## config.mk

```make
export PLATFORM = sky130hd
export DESIGN_NAME = biriscv_npc_predictor
export DESIGN_NICKNAME = d
export VERILOG_FILES = /design/src/rtl/biriscv_npc_predictor.sv
export SDC_FILE = /design/constraint.sdc
export NUM_CORES = 2
export LEC_CHECK = 0
export CAP_MARGIN = 10
export CORE_MARGIN = 4
export CORE_UTILIZATION = 56
export CTS_CLUSTER_SIZE = 30
export DETAILED_ROUTE_END_ITERATION = 6
export DONT_BUFFER_PORTS = 1
export HOLD_SLACK_MARGIN = 0.15
export MAX_ROUTING_LAYER = met4
export PLACE_DENSITY = 0.71
export SLEW_MARGIN = 20
export SYNTH_ARGS = -nofsm -noshare
export SYNTH_HDL_FRONTEND = slang
export SYNTH_SLANG_ARGS = --single-unit
```

## constraint.sdc

```tcl
create_clock -name clk_i -period 14.72 [get_ports clk_i]
set_clock_uncertainty 0.1 [all_clocks]
set_input_delay 2.944 -clock clk_i [delete_from_list [all_inputs] [get_ports clk_i]]
set_output_delay 2.944 -clock clk_i [all_outputs]
set_load 0.02 [all_outputs]
```

## src/rtl/biriscv_npc_predictor.sv

```systemverilog
// Fetch-stage next-PC predictor: direct-mapped BTB, 2-bit BHT and speculative
// return-address stack, trained from registered branch resolutions.
module biriscv_npc_predictor #(
    parameter int BTB_ENTRIES = 16,
    parameter int BHT_ENTRIES = 64,
    parameter int RAS_DEPTH   = 4
) (
    input  logic        clk_i,
    input  logic        rst_ni,
    input  logic [31:0] pc_f_i,
    input  logic        pc_accept_i,
    input  logic        flush_i,
    input  logic        branch_request_i,
    input  logic        branch_is_taken_i,
    input  logic        branch_is_not_taken_i,
    input  logic [31:0] branch_source_i,
    input  logic [31:0] branch_pc_i,
    input  logic        branch_is_call_i,
    input  logic        branch_is_ret_i,
    input  logic        branch_is_jmp_i,
    output logic [31:0] next_pc_f_o,
    output logic        next_taken_f_o
);

    localparam int BTB_W = $clog2(BTB_ENTRIES);
    localparam int BHT_W = $clog2(BHT_ENTRIES);
    localparam int RAS_W = $clog2(RAS_DEPTH);
    localparam int TAG_W = 30 - BTB_W;

    logic             btb_valid_q  [BTB_ENTRIES];
    logic [TAG_W-1:0] btb_tag_q    [BTB_ENTRIES];
    logic [31:0]      btb_target_q [BTB_ENTRIES];
    logic             btb_call_q   [BTB_ENTRIES];
    logic             btb_ret_q    [BTB_ENTRIES];
    logic             btb_jmp_q    [BTB_ENTRIES];
    logic [1:0]       bht_q        [BHT_ENTRIES];
    logic [31:0]      ras_q        [RAS_DEPTH];
    logic [RAS_W-1:0] spec_ptr_q;
    logic [RAS_W-1:0] act_ptr_q;
    logic [RAS_W-1:0] spec_ptr_d;
    logic [RAS_W-1:0] act_ptr_d;

    logic [BTB_W-1:0] f_btb_idx;
    logic [TAG_W-1:0] f_tag;
    logic [BHT_W-1:0] f_bht_idx;
    logic [31:0]      f_pc_inc;
    logic             f_hit;
    logic             f_call;
    logic             f_ret;

    logic [BTB_W-1:0] b_btb_idx;
    logic [TAG_W-1:0] b_tag;
    logic [BHT_W-1:0] b_bht_idx;
    logic [31:0]      b_src_inc;
    logic             commit_taken;
    logic             commit_not_taken;
    logic             commit_call;
    logic             commit_ret;
    logic             spec_push;
    logic             spec_pop;
    logic [RAS_W-1:0] spec_push_idx;
    logic [RAS_W-1:0] act_push_idx;
    logic             unused_bits;

    assign f_btb_idx = pc_f_i[BTB_W+1:2];
    assign f_tag     = pc_f_i[31:BTB_W+2];
    assign f_bht_idx = pc_f_i[BHT_W+1:2];
    assign f_pc_inc  = pc_f_i + 32'd4;

    assign b_btb_idx = branch_source_i[BTB_W+1:2];
    assign b_tag     = branch_source_i[31:BTB_W+2];
    assign b_bht_idx = branch_source_i[BHT_W+1:2];
    assign b_src_inc = branch_source_i + 32'd4;

    assign unused_bits = ^{pc_f_i[1:0], branch_source_i[1:0]};

    always_comb begin
        f_hit          = btb_valid_q[f_btb_idx] && (btb_tag_q[f_btb_idx] == f_tag);
        f_ret          = f_hit && btb_ret_q[f_btb_idx];
        f_call         = f_hit && btb_call_q[f_btb_idx] && !btb_ret_q[f_btb_idx];
        next_pc_f_o    = f_pc_inc;
        next_taken_f_o = 1'b0;
        if (f_ret) begin
            next_pc_f_o    = ras_q[spec_ptr_q];
            next_taken_f_o = 1'b1;
        end else if (f_hit && (btb_call_q[f_btb_idx] || btb_jmp_q[f_btb_idx] ||
                               bht_q[f_bht_idx][1])) begin
            next_pc_f_o    = btb_target_q[f_btb_idx];
            next_taken_f_o = 1'b1;
        end
    end

    // Taken wins when both outcome flags are raised.
    assign commit_taken     = branch_request_i && branch_is_taken_i;
    assign commit_not_taken = branch_request_i && branch_is_not_taken_i && !branch_is_taken_i;
    assign commit_call      = branch_request_i && branch_is_call_i;
    assign commit_ret       = branch_request_i && branch_is_ret_i && !branch_is_call_i;
    assign spec_push        = pc_accept_i && f_call && !flush_i;
    assign spec_pop         = pc_accept_i && f_ret && !flush_i;
    assign spec_push_idx    = spec_ptr_q + RAS_W'(1);
    assign act_push_idx     = act_ptr_q + RAS_W'(1);

    always_comb begin
        act_ptr_d = act_ptr_q;
        if (commit_call) begin
            act_ptr_d = act_ptr_q + RAS_W'(1);
        end else if (commit_ret) begin
            act_ptr_d = act_ptr_q - RAS_W'(1);
        end
        spec_ptr_d = spec_ptr_q;
        if (flush_i) begin
            spec_ptr_d = act_ptr_d;
        end else if (spec_push) begin
            spec_ptr_d = spec_push_idx;
        end else if (spec_pop) begin
            spec_ptr_d = spec_ptr_q - RAS_W'(1);
        end
    end

    always_ff @(posedge clk_i or negedge rst_ni) begin
        if (!rst_ni) begin
            for (int unsigned i = 0; i < BTB_ENTRIES; i++) begin
                btb_valid_q[i]  <= 1'b0;
                btb_tag_q[i]    <= '0;
                btb_target_q[i] <= '0;
                btb_call_q[i]   <= 1'b0;
                btb_ret_q[i]    <= 1'b0;
                btb_jmp_q[i]    <= 1'b0;
            end
            for (int unsigned i = 0; i < BHT_ENTRIES; i++) begin
                bht_q[i] <= 2'b01;
            end
            for (int unsigned i = 0; i < RAS_DEPTH; i++) begin
                ras_q[i] <= '0;
            end
            spec_ptr_q <= '0;
            act_ptr_q  <= '0;
        end else begin
            spec_ptr_q <= spec_ptr_d;
            act_ptr_q  <= act_ptr_d;
            // Commit repair is issued last so it wins a same-index conflict.
            if (spec_push) begin
                ras_q[spec_push_idx] <= f_pc_inc;
            end
            if (commit_call) begin
                ras_q[act_push_idx] <= b_src_inc;
            end
            if (commit_taken) begin
                btb_valid_q[b_btb_idx]  <= 1'b1;
                btb_tag_q[b_btb_idx]    <= b_tag;
                btb_target_q[b_btb_idx] <= branch_pc_i;
                btb_call_q[b_btb_idx]   <= branch_is_call_i;
                btb_ret_q[b_btb_idx]    <= branch_is_ret_i;
                btb_jmp_q[b_btb_idx]    <= branch_is_jmp_i;
                if (bht_q[b_bht_idx] != 2'b11) begin
                    bht_q[b_bht_idx] <= bht_q[b_bht_idx] + 2'd1;
                end
            end else if (commit_not_taken) begin
                if (bht_q[b_bht_idx] != 2'b00) begin
                    bht_q[b_bht_idx] <= bht_q[b_bht_idx] - 2'd1;
                end
            end
        end
    end

endmodule

```

-- Word level (Yosys, flattened, before mapping)
Cells that the tools add are included.
- register bits: 1252
- output and inout bits: 33
- logic and storage cells: 289
- add/sub/neg operators: 8
- $lt $le $gt $ge: 11
- eq/ne operators: 3
- multiplexer cells: 63
- bitwise operators: 8
- reductions and logical operators: 30
- operators by type and width (kind ; number):
    128-bit two-way mux ; 6
    128-bit bitwise mux ; 4
    512-bit bitwise mux ; 1
    416-bit bitwise mux ; 1
    32-bit two-way mux ; 9
    32-bit binary-select mux with 4-bit select ; 1
    32-bit demux with 2-bit select ; 2
    32-bit demux with 4-bit select ; 1
    26-bit binary-select mux with 4-bit select ; 1
    26-bit demux with 4-bit select ; 1
    26-bit two-way mux ; 3
    32-bit by 3-bit adder with 32-bit output, second input constant ; 2
    32-bit binary-select mux with 2-bit select ; 1
    16-bit bitwise mux ; 3
    26-bit equality test ; 1
    2-bit binary-select mux with 6-bit select ; 2
    2-bit two-way mux ; 10
    1-bit logical AND ; 19
    1-bit binary-select mux with 4-bit select ; 4
    16-bit OR ; 1
    7-bit >= comparator, second input constant ; 2
    6-bit NOT with 7-bit output ; 2
    2-bit demux with 6-bit select ; 1
    1-bit two-way mux ; 11
    17 further kinds ; 34

-- Depth between registers and ports, before layout
- depth in word-level cells: 13
- mapped depth: 19
- depth with buffers taken out: 15

-- Worst setup path after synthesis
Ideal clock, no wire load.
- kind: input to output
- start point: input pc_f_i[2]
- end point: output next_pc_f_o[0]
- arrival: 6.325 ns
- required time: 11.676 ns
- path slack: 5.351 ns
- cell stages on the path: 11
- buffers on the path: 7
- cells stage by stage: buf_6 buf_6 buf_4 buf_4 buf_2 clkbuf_1 buf_1 mux4_2 mux4_2 mux2_1 mux2_2
- word-level cells in the longest chain between the ends: 9
- elaborated cells on any way between the ends: 31
- those cells by class: eq/ne (1); mux (23); bitwise (2); reduce/logical (5)
- RTL lines (element ; line ; source):
    from (decl) ; 10 ; input logic [31:0] pc_f_i,
    4-bit NOT with 5-bit output (not written as such) ; n/a ;
    26-bit binary-select mux with 4-bit select or 1-bit binary-select mux with 4-bit select (tied branches) ; 78, 86 ;
    26-bit two-way mux (not written as such) or 1-bit two-way mux (tied branches) (2 in a row) ; 78, 86 ;
    26-bit equality test or 1-bit logical OR (tied branches) ; 78, 86 ;
    1-bit logical AND or 1-bit logical OR (tied branches) ; 78, 86 ;
    1-bit logical AND ; 86 ; end else if (f_hit && (btb_call_q[f_btb_idx] || btb_jmp_q[f_btb_idx] ||
    32-bit two-way mux ; 86 ;
    32-bit two-way mux * ; 83 ; if (f_ret) begin
    to (decl) ; 21 ; output logic [31:0] next_pc_f_o,
Mark *: on every way between the ends. The rest lies on a longest branch, timed or not. The select of a mux whose other input is x is not followed.

-- Final worst setup path
- start point: input pc_f_i[2]
- end point: output next_pc_f_o[2]
Same word-level chain as after synthesis.

==> run_results.csv <==
group,metric,value,unit
grt,grt_pass1_wl,251,mm
critical_path,cp_max_fo,226,
die,die_w,337,µm
placement,hpwl,97.4,mm
critical_path,crit_arrival,8.44,ns
logic_synthesis,synth_compound_area_share,3.14,%
layout,area_delta_synth_final,8.85,%
critical_path,max_stage_delay,1.20,ns
critical_path,cp_data_required_time,11.68,ns
logic_synthesis,syn-cell-area,0.0606,mm²
logic_synthesis,syn_nets,4339,
cts,cts_setup_buffers,0,
layout,fin_nets,4169,
timing,finalSetupTns,0,ns
die,rows,120,
timing,finalSetupViolations,0,
die,ios,139,
cts,cts_resized,0,
critical_path,rrSetupSlack,10.13,ns
run_status,status,"finished, violations left",
drt,wire_per_inst,29.8,µm
cts,cts_buffer_depth,3,
layout,nFillCells,8143,
critical_path,worstSetupStartpoint,"pc_f_i[2]",
critical_path,r2r-start,"btb_tag_q[34]",
cts,clk_pin_slew,0.06,ns
die,initial_utilization,56.5,%
layout,most-common-layout-cells,"dfrtp_1, mux2_2, mux4_2, mux2i_1, nand2_1",
timing,period_share,78.0,%
power,leakage,29.0,nW
grt,groute.usage.overall,30.7,%
placement,globalplace.congestion,0.858,
cts,htreeDepth,4,
logic_synthesis,synth_fa_ha_area_share,0.310,%
timing,min_period,11.48,ns
layout,layout_commonest_cell,"dfrtp_1",
cts,cts_made_buffers,137,
critical_path,cp_slowest_cell,"nor2b_1",
timing,rsz0062_at_grt,"false",
drt,num_vias,36600,
logic_synthesis,ys.flop_type,"dfrtp_1",
power,p_switching,0.00258,W
timing,slew_violations,172,
cts,cts_tree,"yes",
drt,drt_iter0_markers,3336,
hold_path,hold_path.class,"reg -> reg",
critical_path,cp-endpoint,"next_pc_f_o[2]",
cts,clock_latency,0.76,ns
power,comb_power_share,18.4,%
critical_path,crit_type,"in -> out",
critical_path,reg2regPathDepth,10,
drt,drc,0,
grt,grt_max_degree,1253,
grt,grt_pass1_vias,37800,
placement,io_buffer_count,0,
die,core-area,0.107,mm²
power,seq_power_share,47.0,%
timing,tightest_slew,1.77,ns
flow_run,max-cap-violations,0,
power,p_per_area,149,mW/mm²
cts,cts.hold.buffers_added,0,
logic_synthesis,synth_edf_count,0,
logic_synthesis,synth_top_family_by_area,"multiplexers",
logic_synthesis,synth-seq-cells,1252,
cts,cts_root_buffer,"clkbuf_16",
logic_synthesis,synth_cell_types,65,
power,p_clk_share,34.6,%
logic_synthesis,ys_warn_count,0,
hold_path,min_from,"btb_valid_q[4]",
cts,clkSinkCount,1252,
drt,routed_wl,166,mm
drt,final_antenna_net_count,0,
critical_path,endpoint_kind,"output pin",
drt,firstDrtPassIters,6,
logic_synthesis,syn_area_per_cell,14.4,µm²
power,p_sw_share,26.2,%
critical_path,reg2reg_to,"ras_q[98]",
layout,fin_util,61.5,%
die,dieArea,0.113,mm²
drt,via_per_inst,6.58,
critical_path,critPathLaunchType,"input port",
timing,hold_viol,0,
critical_path,crit_chain,"nor2b_1, a22oi_1, a21o_1, a211oi_1, o221ai_1, nor3_1, nand4b_4, mux2_4, mux2_2",
timing,max_freq,87.1,MHz
grt,grt.overflow.total,0,
logic_synthesis,async_reset_ff_share,100,%
logic_synthesis,synth-simple-area-share,3.85,%
logic_synthesis,ys_seq_area_share,51.9,%
die,die_y,337,µm
logic_synthesis,syn_inst,4218,
logic_synthesis,synth_xor_area_share,1.26,%
power,power,0.00983,W
run_status,violations,"slew limit",
timing,relSlewSlack,-17.8,%
layout,drive_above_1_share,42.9,%
power,peakVddDrop,0.000122,V
grt,antenna_found_initial,3,
logic_synthesis,synthMuxAreaShare,36.8,%
power,power.internal,0.00726,W
registers in the layout, summed over array words and instances (netlist names), named ones only:
register	flops
btb_target_q	512
btb_tag_q	416
ras_q	128
bht_q	64
btb_call_q	16
btb_jmp_q	16
btb_ret_q	16
btb_valid_q	16
act_ptr_q	2
spec_ptr_q	2
critical path, delay by kind of cell:
| kind | cells | cell delay, ns |
|---|---|---|
| AOI/OAI and AO/OA | 4 | 0.92 |
| muxes | 2 | 0.97 |
| and+or+nand+nor | 3 | 2.85 |
per-stage QoR:
stage,hold WS (ns),area [µm²],worst slack (ns),std cells
floorplan,0.329,60600,5.35,4218
global placement,0.344,61200,4.18,5304
detailed placement,0.347,61300,4.05,5305
CTS,0.364,65700,4.04,5550
global route,0.382,65900,3.88,5557
finish,0.363,65900,3.24,5558
area by class of cell:
cell class / instances / area [µm²] / share of cell area [%]
Sequential cell: 1252 / 31400 / 47.6
Multi-Input combinational cell: 2582 / 27600 / 41.9
Clock buffer: 215 / 4180 / 6.34
Tap cell: 1403 / 1760 / 2.66
Timing Repair Buffer: 60 / 611 / 0.926
Clock inverter: 30 / 287 / 0.435
Inverter: 15 / 58.8 / 0.0892
Antenna cell: 1 / 2.50 / 0.00380
kinds of logic after synthesis:
family	count (synthesis)
buffers and inverters	384
multiplexers	1700
AO/OA/AOI/OAI	302
adder cells (fa/ha/maj)	15
XOR/XNOR	87
AND/OR/NAND/NOR	478
flip-flops	1252
cell usage after synthesis (30+ instances only):
master	instances	share of area, %
dfrtp_1	1188	49
mux2_2	1073	20
mux4_2	300	11
mux2i_1	296	4.9
clkbuf_1	268	1.7
nand2_1	220	1.4
o21ai_0	83	0.69
dfstp_2	64	2.8
nand3_1	63	0.52
a22oi_1	55	0.68
nor2_1	51	0.32
o21ai_1	50	0.41
xnor2_1	45	0.65
buf_2	44	0.36
xor2_1	42	0.61
o22ai_1	41	0.42
mux2_4	30	0.74
routing by layer:
metal	vias to the layer above	GRT usage [%]	share of wire [%]	wire length (µm)
met4	0	9.45	3.1	5200
met2	1292	45.6	46	75900
li1	15300	-	-	-
met1	19700	42.8	43	71600
met5	-	-	0	0
met3	307	6.85	8.0	13200
power groups by stage:
stage          logic [W]  clock network, W  registers (W)
2_1_floorplan    0.00144                 0        0.00451
5_1_grt          0.00196           0.00359        0.00471
3_3_place_gp     0.00168                 0        0.00463
4_1_cts          0.00174           0.00345        0.00461
3_5_place_dp     0.00173                 0        0.00467
6_report         0.00181           0.00340        0.00462
worst min path at each step:
stage,to,depth (start not counted)
after floorplan,btb_valid_q[14],1
after global placement,btb_valid_q[4],1
after detailed placement,btb_valid_q[4],1
after CTS,btb_valid_q[0],1
after global routing,btb_valid_q[4],1
final,btb_valid_q[4],1
No activity file was read; power rests on OpenSTA's default activity.
